$ cat src/rtl/bm_rd_ctrl_pkg.sv
// rtl/bm_rd_ctrl_pkg.sv - shared BM geometry and latency-tag type for the BM read path
package bm_rd_ctrl_pkg;

  // Bias memory geometry and pipeline depth shared with the BM instance
  localparam int BM_DATA_WIDTH = 16;
  localparam int BM_DEPTH      = 512;
  localparam int BM_NUM_PIPE   = 1;

  // Tag travelling alongside a read through the BM pipe
  typedef struct packed {
    logic vld;
    logic last;
  } lat_tag_t;

endpackage

$ cat src/rtl/bm_rd_fifo.sv
// rtl/bm_rd_fifo.sv - synchronous first-word-fall-through FIFO with occupancy count
module bm_rd_fifo
  import bm_rd_ctrl_pkg::*;
#(
  parameter int WIDTH  = BM_DATA_WIDTH + 1,
  parameter int DEPTH  = 4,
  localparam int CW    = $clog2(DEPTH + 1),
  localparam int PW    = (DEPTH > 1) ? $clog2(DEPTH) : 1
) (
  input  logic             clk,
  input  logic             rst,
  input  logic             i_push,
  input  logic [WIDTH-1:0] i_data,
  input  logic             i_pop,
  output logic [WIDTH-1:0] o_data,
  output logic             o_empty,
  output logic [CW-1:0]    o_count
);

  logic [WIDTH-1:0] r_mem [DEPTH];
  logic [PW-1:0]    r_wr_ptr;
  logic [PW-1:0]    r_rd_ptr;
  logic [CW-1:0]    r_count;
  logic             w_do_push;
  logic             w_do_pop;

  // Writes beyond capacity and pops of an empty FIFO are dropped defensively
  assign w_do_push = i_push && (r_count != CW'(DEPTH));
  assign w_do_pop  = i_pop && (r_count != '0);

  // Storage array needs no reset: the head is only observed when count is non-zero
  always_ff @(posedge clk) begin
    if (w_do_push) r_mem[r_wr_ptr] <= i_data;
  end

  // Pointer and occupancy bookkeeping; push and pop together leave count unchanged
  always_ff @(posedge clk or posedge rst) begin
    if (rst) begin
      r_wr_ptr <= '0;
      r_rd_ptr <= '0;
      r_count  <= '0;
    end else begin
      if (w_do_push) r_wr_ptr <= (r_wr_ptr == PW'(DEPTH - 1)) ? '0 : r_wr_ptr + PW'(1);
      if (w_do_pop)  r_rd_ptr <= (r_rd_ptr == PW'(DEPTH - 1)) ? '0 : r_rd_ptr + PW'(1);
      if (w_do_push && !w_do_pop)      r_count <= r_count + CW'(1);
      else if (!w_do_push && w_do_pop) r_count <= r_count - CW'(1);
    end
  end

  assign o_data  = r_mem[r_rd_ptr];
  assign o_empty = (r_count == '0);
  assign o_count = r_count;

endmodule

$ cat src/rtl/bm_rd_ctrl.sv
// rtl/bm_rd_ctrl.sv - BM burst read sequencer with latency alignment and credit-limited output FIFO
module bm_rd_ctrl
  import bm_rd_ctrl_pkg::*;
#(
  parameter int DATA_WIDTH = BM_DATA_WIDTH,
  parameter int DEPTH      = BM_DEPTH,
  parameter int RD_LAT     = BM_NUM_PIPE + 1,
  parameter int FIFO_DEPTH = RD_LAT + 2,
  localparam int AW        = $clog2(DEPTH)
) (
  input  logic                  clk,
  input  logic                  rst,
  input  logic                  cmd_valid,
  output logic                  cmd_ready,
  input  logic [AW-1:0]         cmd_addr,
  input  logic [AW-1:0]         cmd_len,
  output logic                  mem_rd_en,
  output logic [AW-1:0]         mem_rd_addr,
  input  logic [DATA_WIDTH-1:0] mem_dout,
  output logic                  out_valid,
  input  logic                  out_ready,
  output logic [DATA_WIDTH-1:0] out_data,
  output logic                  out_last,
  output logic                  busy
);

  localparam logic [1:0] S_IDLE  = 2'd0;
  localparam logic [1:0] S_ISSUE = 2'd1;
  localparam logic [1:0] S_DRAIN = 2'd2;
  localparam int         CW      = $clog2(FIFO_DEPTH + 1);

  // Every read in the BM pipe must have a guaranteed FIFO slot when it lands
  if (FIFO_DEPTH < RD_LAT + 1) begin : g_bad_fifo_depth
    $error("bm_rd_ctrl: FIFO_DEPTH must be at least RD_LAT+1");
  end

  logic [1:0]            r_state;
  logic [AW-1:0]         r_addr;
  logic [AW-1:0]         r_rem;
  lat_tag_t              r_tag [RD_LAT];
  logic [CW-1:0]         w_inflight;
  logic [CW-1:0]         w_count;
  logic [CW:0]           w_occ;
  logic                  w_credit;
  logic                  w_issue;
  logic                  w_pop;
  logic                  w_empty;
  logic [DATA_WIDTH:0]   w_head;
  lat_tag_t              w_exit;

  // Count reads still travelling through the BM pipe
  always_comb begin
    w_inflight = '0;
    for (int i = 0; i < RD_LAT; i++) w_inflight = w_inflight + CW'(r_tag[i].vld);
  end

  assign w_occ    = {1'b0, w_inflight} + {1'b0, w_count};
  assign w_credit = w_occ < (CW + 1)'(FIFO_DEPTH);
  assign w_issue  = (r_state == S_ISSUE) && w_credit;
  assign w_exit   = r_tag[RD_LAT-1];
  assign w_pop    = !w_empty && out_ready;

  // Burst FSM: capture command, issue one address per credited cycle, wait for the last pop
  always_ff @(posedge clk or posedge rst) begin
    if (rst) begin
      r_state <= S_IDLE;
      r_addr  <= '0;
      r_rem   <= '0;
    end else begin
      case (r_state)
        S_IDLE: begin
          if (cmd_valid) begin
            r_addr  <= cmd_addr;
            r_rem   <= cmd_len;
            r_state <= S_ISSUE;
          end
        end
        S_ISSUE: begin
          if (w_issue) begin
            r_addr <= (r_addr == AW'(DEPTH - 1)) ? '0 : r_addr + AW'(1);
            if (r_rem == '0) r_state <= S_DRAIN;
            else             r_rem   <= r_rem - AW'(1);
          end
        end
        S_DRAIN: begin
          if (w_pop && w_head[DATA_WIDTH]) r_state <= S_IDLE;
        end
        default: r_state <= S_IDLE;
      endcase
    end
  end

  // Tag shift register mirrors the BM pipe so the tag exits alongside its data
  always_ff @(posedge clk or posedge rst) begin
    if (rst) begin
      for (int i = 0; i < RD_LAT; i++) r_tag[i] <= '0;
    end else begin
      r_tag[0] <= {w_issue, w_issue && (r_rem == '0)};
      for (int i = 1; i < RD_LAT; i++) r_tag[i] <= r_tag[i-1];
    end
  end

  bm_rd_fifo #(
    .WIDTH (DATA_WIDTH + 1),
    .DEPTH (FIFO_DEPTH)
  ) u_fifo (
    .clk     (clk),
    .rst     (rst),
    .i_push  (w_exit.vld),
    .i_data  ({w_exit.last, mem_dout}),
    .i_pop   (w_pop),
    .o_data  (w_head),
    .o_empty (w_empty),
    .o_count (w_count)
  );

  assign cmd_ready   = (r_state == S_IDLE);
  assign busy        = (r_state != S_IDLE);
  assign mem_rd_en   = w_issue;
  assign mem_rd_addr = r_addr;
  assign out_valid   = !w_empty;
  assign out_data    = w_empty ? '0 : w_head[DATA_WIDTH-1:0];
  assign out_last    = !w_empty && w_head[DATA_WIDTH];

endmodule
$ cat config.mk
export PLATFORM = sky130hd
export DESIGN_NAME = bm_rd_ctrl
export DESIGN_NICKNAME = d
export VERILOG_FILES = /design/src/rtl/bm_rd_ctrl_pkg.sv /design/src/rtl/bm_rd_fifo.sv /design/src/rtl/bm_rd_ctrl.sv
export SDC_FILE = /design/constraint.sdc
export NUM_CORES = 1
export LEC_CHECK = 0
export ABC_AREA = 1
export BUFFER_PORTS_ARGS = -buffer_cell sky130_fd_sc_hd__clkbuf_2
export CORE_MARGIN = 3
export CORE_UTILIZATION = 52
export CTS_BUF_LIST = sky130_fd_sc_hd__clkbuf_8 sky130_fd_sc_hd__clkbuf_16
export DETAILED_ROUTE_END_ITERATION = 8
export PLACE_DENSITY = 0.78
export REMOVE_ABC_BUFFERS = 1
export SLEW_MARGIN = 20
export SYNTH_ARGS = -nofsm -noshare
export SYNTH_HDL_FRONTEND = slang
export SYNTH_HIERARCHICAL = 1
export SYNTH_SLANG_ARGS = --single-unit
$ cat constraint.sdc
create_clock -name clk -period 2.38 [get_ports clk]
set_clock_uncertainty 0.15 [all_clocks]
set_input_delay 0.238 -clock clk [delete_from_list [all_inputs] [get_ports clk]]
set_output_delay 0.238 -clock clk [all_outputs]
set_load 0.02 [all_outputs]
Word-level counts from Yosys, hierarchy flattened
Memories as Yosys holds them, arrays and structs flattened.
Index checks and enable logic that the tools add are counted.
W data, S select, Z words.
{"block": "totals", "word_cells": 73, "memories": 1, "output_inout_bits": 30, "mem_bits_rw": 68, "regBits": 31}
{"memory": "u_fifo.r_mem", "words": 4, "width": 17, "read_ports": 1, "rd_clocked_by_memory_dff": 0, "wr": 1, "line_no": "bm_rd_fifo.sv:20", "text": "logic [WIDTH-1:0] r_mem [DEPTH];"}
{"block": "classes", "n_addsub": 8, "n_lt_le_gt_ge": 1, "reduce_logical": 22, "muxes": 20, "eq_ne": 11}
{"operator": "$mux W9", "n": 6}
{"operator": "$pmux W9 S2", "n": 2}
{"operator": "$mux W16", "n": 1}
{"operator": "$mux W2", "n": 6}
{"operator": "$add A9 B1 Y9 const B", "n": 1}
{"operator": "$eq A9 B9 Y1 const B", "n": 1}
{"operator": "$logic_and A1 B1 Y1", "n": 9}
{"operator": "$logic_not A9 Y1", "n": 1}
{"operator": "$sub A9 B1 Y9 const B", "n": 1}
{"operator": "$ne A2 B2 Y1 const B", "n": 4}
{"operator": "$reduce_and A4 Y1", "n": 2}
{"operator": "$eq A2 B2 Y1 const B", "n": 3}
{"operator": "$mux W3", "n": 2}
{"operator": "$pmux W2 S3", "n": 1}
{"operator": "$reduce_bool A2 Y1", "n": 3}
{"operator": "$add A2 B1 Y2 const B", "n": 2}
{"operator": "$add A2 B3 Y4", "n": 1}
{"operator": "$lt A4 B3 Y1 const B", "n": 1}
{"operator": "$add A3 B1 Y3 const B", "n": 1}
{"operator": "$logic_not A1 Y1", "n": 3}
{"operator": "$logic_not A3 Y1", "n": 1}
{"operator": "$ne A3 B3 Y1 const B", "n": 1}
{"operator": "$reduce_and A3 Y1", "n": 1}
{"operator": "$reduce_bool A3 Y1", "n": 1}
{"operator": "other kinds (6)", "n": 7}

Logic depth before layout (Yosys ltp)
Gate-level depths: netlist of the first run.
{"block": "depth", "word_depth": 7, "mapped_depth": 14}

Hierarchy
The synthesis of the first run kept the hierarchy.
{"mod": "bm_rd_fifo", "cells_per_inst": 259, "instances": 1, "area_per_inst_um2": 3295.7, "seq_area_each_um2": 2217.1}
{"mod": "bm_rd_ctrl", "cells_per_inst": 274, "instances": 1, "area_per_inst_um2": 1696.6, "seq_area_each_um2": 600.6}

Worst setup path before layout of the first run
No wires, ideal clock.
{"block": "synth_path", "path_kind": "register to register", "from": "register u_fifo.r_count[0] (netlist: u_fifo/o_count[0])", "to": "register u_fifo.r_count[2] (netlist: u_fifo/o_count[2])", "setup_ns": 0.117, "path_slack_ns": 0.133, "stages_incl_launch_ff": 14, "required_ns": 2.113, "arrival_time_ns": 1.980, "path_cell_list": "dfrtp_1 inv_1 nand3_1 inv_1 clkbuf_1 nor2_1 nand2_1 ha_1 inv_1 fa_1 nand2_1 nand3_1 nand2_1 nand2_1"}
{"block": "synth_between", "elab_chain_len": 7, "word_cells_on_any_way": 16, "cone_classes": "2 x add/sub; 1 x eq/ne; 2 x mux; 11 x reduce/logical"}
{"item": "from (decl)", "line_no": "bm_rd_fifo.sv:23", "text": "logic [CW-1:0] r_count;"}
{"item": "from (signal assigned)", "line_no": "bm_rd_fifo.sv:45", "text": "if (w_do_push && !w_do_pop) r_count <= r_count + CW'(1);"}
{"item": "from (signal assigned)", "line_no": "bm_rd_fifo.sv:46", "text": "else if (!w_do_push && w_do_pop) r_count <= r_count - CW'(1);"}
{"item": "$logic_not A3 Y1 *", "line_no": "bm_rd_fifo.sv:51", "text": "assign o_empty = (r_count == '0);"}
{"item": "net w_empty", "line_no": "bm_rd_ctrl.sv:47", "text": "logic w_empty;"}
{"item": "$logic_not A1 Y1 *", "line_no": "bm_rd_ctrl.sv:61", "text": "assign w_pop = !w_empty && out_ready;"}
{"item": "$logic_and A1 B1 Y1 *", "line_no": "bm_rd_ctrl.sv:61"}
{"item": "net w_pop", "line_no": "bm_rd_ctrl.sv:46", "text": "logic w_pop;"}
{"item": "$logic_and A1 B1 Y1 *", "line_no": "bm_rd_fifo.sv:29", "text": "assign w_do_pop = i_pop && (r_count != '0);"}
{"item": "$logic_not A1 Y1", "line_no": "bm_rd_fifo.sv:45"}
{"item": "$logic_and A1 B1 Y1", "line_no": "bm_rd_fifo.sv:45"}
{"item": "$mux W3 or $reduce_bool A2 Y1 (tied branches)"}
Mark *: on every way through the listed nets, which the timed path passes. The rest lies on a longest branch. The select of a mux whose other input is x is not followed.
A chain may end at the register's enable or synchronous reset.

Final worst setup path of the first run
Ends and elaborated chain as after synthesis.

==> results of run 1 <==
[flip-flops by register name, indices dropped and copies added, names as in the netlist]
register and cells:
u_fifo/o_count 3, u_fifo/r_rd_ptr 2, u_fifo/r_wr_ptr 2, r_state 2, u_fifo/r_mem 68, r_rem 9, r_tag 4, mem_rd_addr 9
[routing by layer]
metal / part of all wire (%) / vias up / track usage (%)
met5: 0 / - / 0
met4: 1.8 / 0 / 6.268
met1: 40 / 1739 / 21.46
met2: 53 / 87 / 35.52
li1: - / 1883 / -
met3: 4.9 / 16 / 4.593
[how the worst min path moves through the flow]
stage                     start                        endpoint  slack, ps  depth (start not counted)
floorplan                   rst   u_fifo/o_count[0]$_DFFE_PP0P_       -110                          1
global placement            rst  u_fifo/r_wr_ptr[0]$_DFFE_PP0P_         30                          2
detailed placement          rst  u_fifo/r_wr_ptr[1]$_DFFE_PP0P_         40                          2
CTS                 cmd_addr[6]      mem_rd_addr[6]$_DFFE_PP0P_          5                          5
global route        cmd_addr[6]      mem_rd_addr[6]$_DFFE_PP0P_         30                          5
finish               cmd_len[3]            r_rem[3]$_DFFE_PP0P_         20                          5
[per-stage QoR]
step | setup WS (ps) | hold WS [ps] | cells | TNS [ps]
after global placement | 297.3 | 31.66 | 727 | 0
final | 174.0 | 22.41 | 761 | 0
after floorplan | -240.7 | -108.6 | 517 | -3229
after detailed placement | 131.5 | 38.58 | 727 | 0
after CTS | 92.80 | 5.287 | 761 | 0
after global routing | 36.02 | 26.71 | 761 | 0
[cell usage in the layout (no fill, tap or decap), types with 3 or more instances in the layout]
cell,instances
nand4_1,3
dlygate4sd3_1,18
o211ai_2,16
ha_1,10
clkbuf_2,67
nor2_1,37
nand3_1,21
dfrtp_1,28
dfrtp_2,3
inv_2,3
edfxtp_1,68
nand2_1,180
inv_1,93
o21ai_0,11
nor2_2,5
buf_4,13
o211ai_1,18
clkbuf_8,9
[worst min-delay path, delay by kind of cell]
family                 cells  cell delay (ps)
buffers and inverters      1               70
AND/OR/NAND/NOR            4              180
[cell type report]
class	instances	area (sq um)	share of cell area, %
Clock buffer	9	123.9	2.129
Clock inverter	7	52.55	0.9034
Inverter	98	375.4	6.453
Multi-Input combinational cell	320	1649	28.35
Sequential cell	99	2821	48.51
Tap cell	129	161.4	2.775
Timing Repair Buffer	99	633.1	10.88
[kinds of logic after synthesis]
family	after synthesis
simple gates	254
buf+inv	114
flops	99
compound gates	53
fa+ha+maj	11
xor+xnor	2
[where the power goes]
group | internal (mW) | switching [mW] | total, mW
Combinational | 1.32 | 2.52 | 3.85
Clock | 0.388 | 0.573 | 0.960
Sequential | 2.37 | 0.398 | 2.77
Total | 4.08 | 3.50 | 7.58
[timing repair]
| action | 4_1_cts | 5_1_grt |
|---|---|---|
| buffers inserted | 0 | 0 |
| setup endpoints to repair | 0 | 6 |
| hold endpoints to repair | 96 | 0 |
| hold buffers | 18 | 0 |
| resized for setup | 0 | 3 |
==> run metrics, run 1 <==
Detail Placement HPWL=6828 um; crit-path most repeated cell=nand2_1; IO Port Bufs=67; overall power=7.575 mW; total gr overflow=0; Crit. path cell count=12; Slew @ Worst Pin=396.3 ps; Synth Area in Compound Gates=8.797%; worst setup path startpoint=u_fifo/o_count[0]$_DFFE_PP0P_; CP bufs+invs=3; Synth area leaders=edfxtp_1 (41%), dfrtp_1 (16%), nand2_1 (14%); Synth Area in Adders=2.907%; Initial DRC Count=124; family with the most delay on the worst path=simple AND/OR/NAND/NOR gates; total CTS buffers=9; Slew Viols, Final=0; vias per cell=4.895; simple-gate share of the synthesized area=20.93%; Pre-antenna DRT Iters=4; top cells by instance count after synthesis=nand2_1 (180), inv_1 (93), edfxtp_1 (68); initial antenna violation count=0; GRT Overall Usage=19.12%; Crit Path Category=reg2reg; Root Driver=clkbuf_8; Netlist cell types=33; Design Area, Final=5817 sq um; post-synthesis sequential area ratio=56.44%; die span in x=104.0 um; worst-path maximum fanout=4; core area=9284 sq um; Clock transition at path regs=90 ps; main combinational cell family by area after synthesis=simple AND/OR/NAND/NOR gates; EDFF count, synth=68; CTS max path bufs=2; Clk Latency, worst-skew pair=360 ps; RSZ-0062 raised after global routing=no; first-pass GRT wire length=16860 um; CP required=2480 ps; DR vias=3725; Period Utilization, post-route=92.69%; Top FF cell, synth=edfxtp_1; crit path cell chain=inv_1, nand3_1, inv_1, nor2_2, nand2_1, ha_1, inv_1, fa_1, nand2_1, nand3_1, nand2_1, nand2_1; syn_area_per_cell=9.366 sq um; asr flop ratio synth=31.31%; die area=10810 sq um; XOR/XNOR Fraction of Synth Area=0.3509%; Rel. slew slack=73.58%; CP Capture Type=register; post-route ant nets=0; max frequency=0.4533 GHz; CTS H-tree depth=3; share of layout cells above drive strength 1=20.57%; PwrDens=1302 nW/um^2; crit path capture=u_fifo/o_count[2]$_DFFE_PP0P_; final WL=9902 um; DR DRC count=0; Synth area leader=edfxtp_1; most frequent cell after synthesis=nand2_1; CTS tree=done; slowest stage delay, CP=450 ps; post-layout min period=2206 ps; WL/cell=13.01 um; post-synth top area share=40.90%; final hold vios=0; Placed Area=5455 sq um; final core utilization=62.66%; Synth Instances=533; Worst R2R End=u_fifo/o_count[2]$_DFFE_PP0P_; hold crit path type=in2reg; largest net degree at the start of global routing=41; synthesized cell area=4992 sq um; outcome=finished clean; # IOs=68; Initial Util=53.77%; worst reg2reg path startpoint=u_fifo/o_count[0]$_DFFE_PP0P_; vias in the first global route=3741; Synth Warn #=6; fill count=795; max cap viols=0; reg2reg path depth=12; # setup viols final=0; peak supply drop=0.0006541 V; highest-delay cell along the critical path=dfrtp_2; Area Overhead vs Synth=16.52%; final RePlAce weighted congestion=0.8284; leakage dissipation=2.839 nW; Critical Path AT=2300 ps; fin nets=676; Vert. Die Dim=104.0 um; Yosys reg bits=99; clk sinks=99; row count=35; R2R Setup Slk=170 ps; n_diodes=0; post-synthesis mux area share=0%; CP Launch Type=register
(Power assumes the default switching activity.)
==> inputs of run 2 (changes only) <==
- ABC_AREA: 1 -> default
- CORE_UTILIZATION: 52 -> 51
==> run metrics, run 2 <==
outcome=finished clean; total CTS buffers=9; final WL=9505 um; row count=33; Top FF cell, synth=edfxtp_1; # setup viols final=0; max reg flops=68; WL/cell=17.73 um; Hold Worst Slack=13.72 ps; Detail Placement HPWL=6399 um; share of layout cells above drive strength 1=35.73%; DR DRC count=0; asr flop ratio synth=31.31%; die area=9909 sq um; Reg with most FFs=u_fifo/r_mem; Critical Path AT=2480 ps; vias in the first global route=3057; Clock transition at path regs=100 ps; GRT Overall Usage=19.83%; Synth Warn #=6; max frequency=0.4269 GHz; peak supply drop=0.0005988 V; post-route ant nets=0; Slew Viols, Final=0; post-synthesis sequential area ratio=63.13%; final RePlAce weighted congestion=0.8774; Rel. slew slack=59.26%; overall power=7.067 mW; DR vias=3015; Synth Instances=301; PwrDens=1246 nW/um^2; hold crit path type=in2reg; Clk Latency, worst-skew pair=360 ps; post-synth top area share=45.75%; CP Capture Type=register; first-pass GRT wire length=15220 um; final hold vios=0; Slew @ Worst Pin=609.1 ps; EDFF count, synth=68; worst-path maximum fanout=7; Area Overhead vs Synth=27.11%; RSZ-0062 raised after global routing=yes; CTS H-tree depth=3; Period Utilization, post-route=98.41%; initial antenna violation count=0; # IOs=68; Synth area leader=edfxtp_1; Initial DRC Count=96; post-route setup slack=37.76 ps; most frequent cells in the layout=edfxtp_1 (68), clkbuf_2 (67), buf_4 (33); leakage dissipation=2.251 nW; n_diodes=0; DP Worst Slack=-232.8 ps; CP required=2520 ps; largest net degree at the start of global routing=25; commonest non-fill, non-tap cell in the layout=edfxtp_1; CTS tree=done; Synth area leaders=edfxtp_1 (46%), dfrtp_1 (17%), mux4_1 (5.3%); Netlist cell types=52; fin nets=475; clk sinks=99; max cap viols=0; most frequent cell after synthesis=edfxtp_1; Root Driver=clkbuf_8; top cells by instance count after synthesis=edfxtp_1 (68), dfrtp_1 (31), nor2b_1 (20); Yosys reg bits=99; IO Port Bufs=67; Design Area, Final=5673 sq um; total gr overflow=0; Initial Util=53.51%; Pre-antenna DRT Iters=5; syn_area_per_cell=14.83 sq um; Crit Path Category=reg2reg; final core utilization=68.02%; Placed Area=5166 sq um; vias per cell=5.625; Vert. Die Dim=99.55 um; post-layout min period=2342 ps; CTS max path bufs=2; die span in x=99.55 um; synthesized cell area=4463 sq um; CP Launch Type=register; core area=8341 sq um
run 2: path summary, 6_finish.rpt:
check	start	to	slack (ps)	depth (start not counted)
worst max-delay path	mem_rd_addr[1]$_DFFE_PP0P_	mem_rd_addr[5]$_DFFE_PP0P_	40	9
worst min-delay path	cmd_addr[0]	mem_rd_addr[0]$_DFFE_PP0P_	10	3
worst max register to register	mem_rd_addr[1]$_DFFE_PP0P_	mem_rd_addr[5]$_DFFE_PP0P_	40	9
worst min register to register	r_tag[2]$_DFF_PP0_	r_tag[0]$_DFF_PP0_	210	0
max in group asynchronous	rst	r_rem[4]$_DFFE_PP0P_	1510	4
min in group asynchronous	rst	u_fifo/r_rd_ptr[1]$_DFFE_PP0P_	210	3
run 2: per-layer routing:
| layer | track usage, % | part of all wire, % |
|---|---|---|
| met1 | 24.43 | 41 |
| met2 | 35.12 | 52 |
| met3 | 4.769 | 5.2 |
| met4 | 5.252 | 1.6 |
| met5 | 0 | 0 |
run 2: power by group:
group	switching (mW)	internal [mW]
sequential	0.301	2.38
clock	0.602	0.397
combinational	1.84	1.55
run 2: cell families after synthesis:
kind of cell             Yosys count  share of synthesized area, %
buffers and inverters             24                         2.691
AND/OR/NAND/NOR                   81                         10.26
multiplexers                      24                         11.02
adder cells (fa/ha/maj)           11                         3.252
AO/OA/AOI/OAI                     59                         9.056
XOR/XNOR                           3                        0.5888
flip-flops                        99                         63.13
run 2: timing repair:
item / in CTS / in global routing
gates cloned: 1 / 0
gates resized for setup: 12 / 7
hold endpoints to repair: 99 / 0
endpoints found under the setup margin: 8 / 18
hold buffers: 21 / 0
pin swaps: 1 / 6
buffers inserted: 0 / 5
run 2: through the flow:
step / std cells / TNS [ps]
after global routing: 536 / -33.47
after floorplan: 288 / -3146
after detailed placement: 493 / -1037
final: 536 / 0
after CTS: 531 / 0
after global placement: 493 / -407.1
run 2: final cells by class:
type	count	area, sq um
Clock inverter	7	57.56
Fill cell	575	2668
Inverter	11	41.29
Timing Repair Buffer	126	893.4
Multi-Input combinational cell	179	1607
Clock buffer	9	123.9
Sequential cell	99	2819
Tap cell	105	131.4
run 2: critical path: stages, from the launching register on:
cell     delay, ps
dfrtp_1        400
ha_2           190
and3_4         180
and3_4         180
and3_4         180
ha_4           160
or3b_4         440
a31oi_1        180
o31ai_1        100
o21ai_1        110
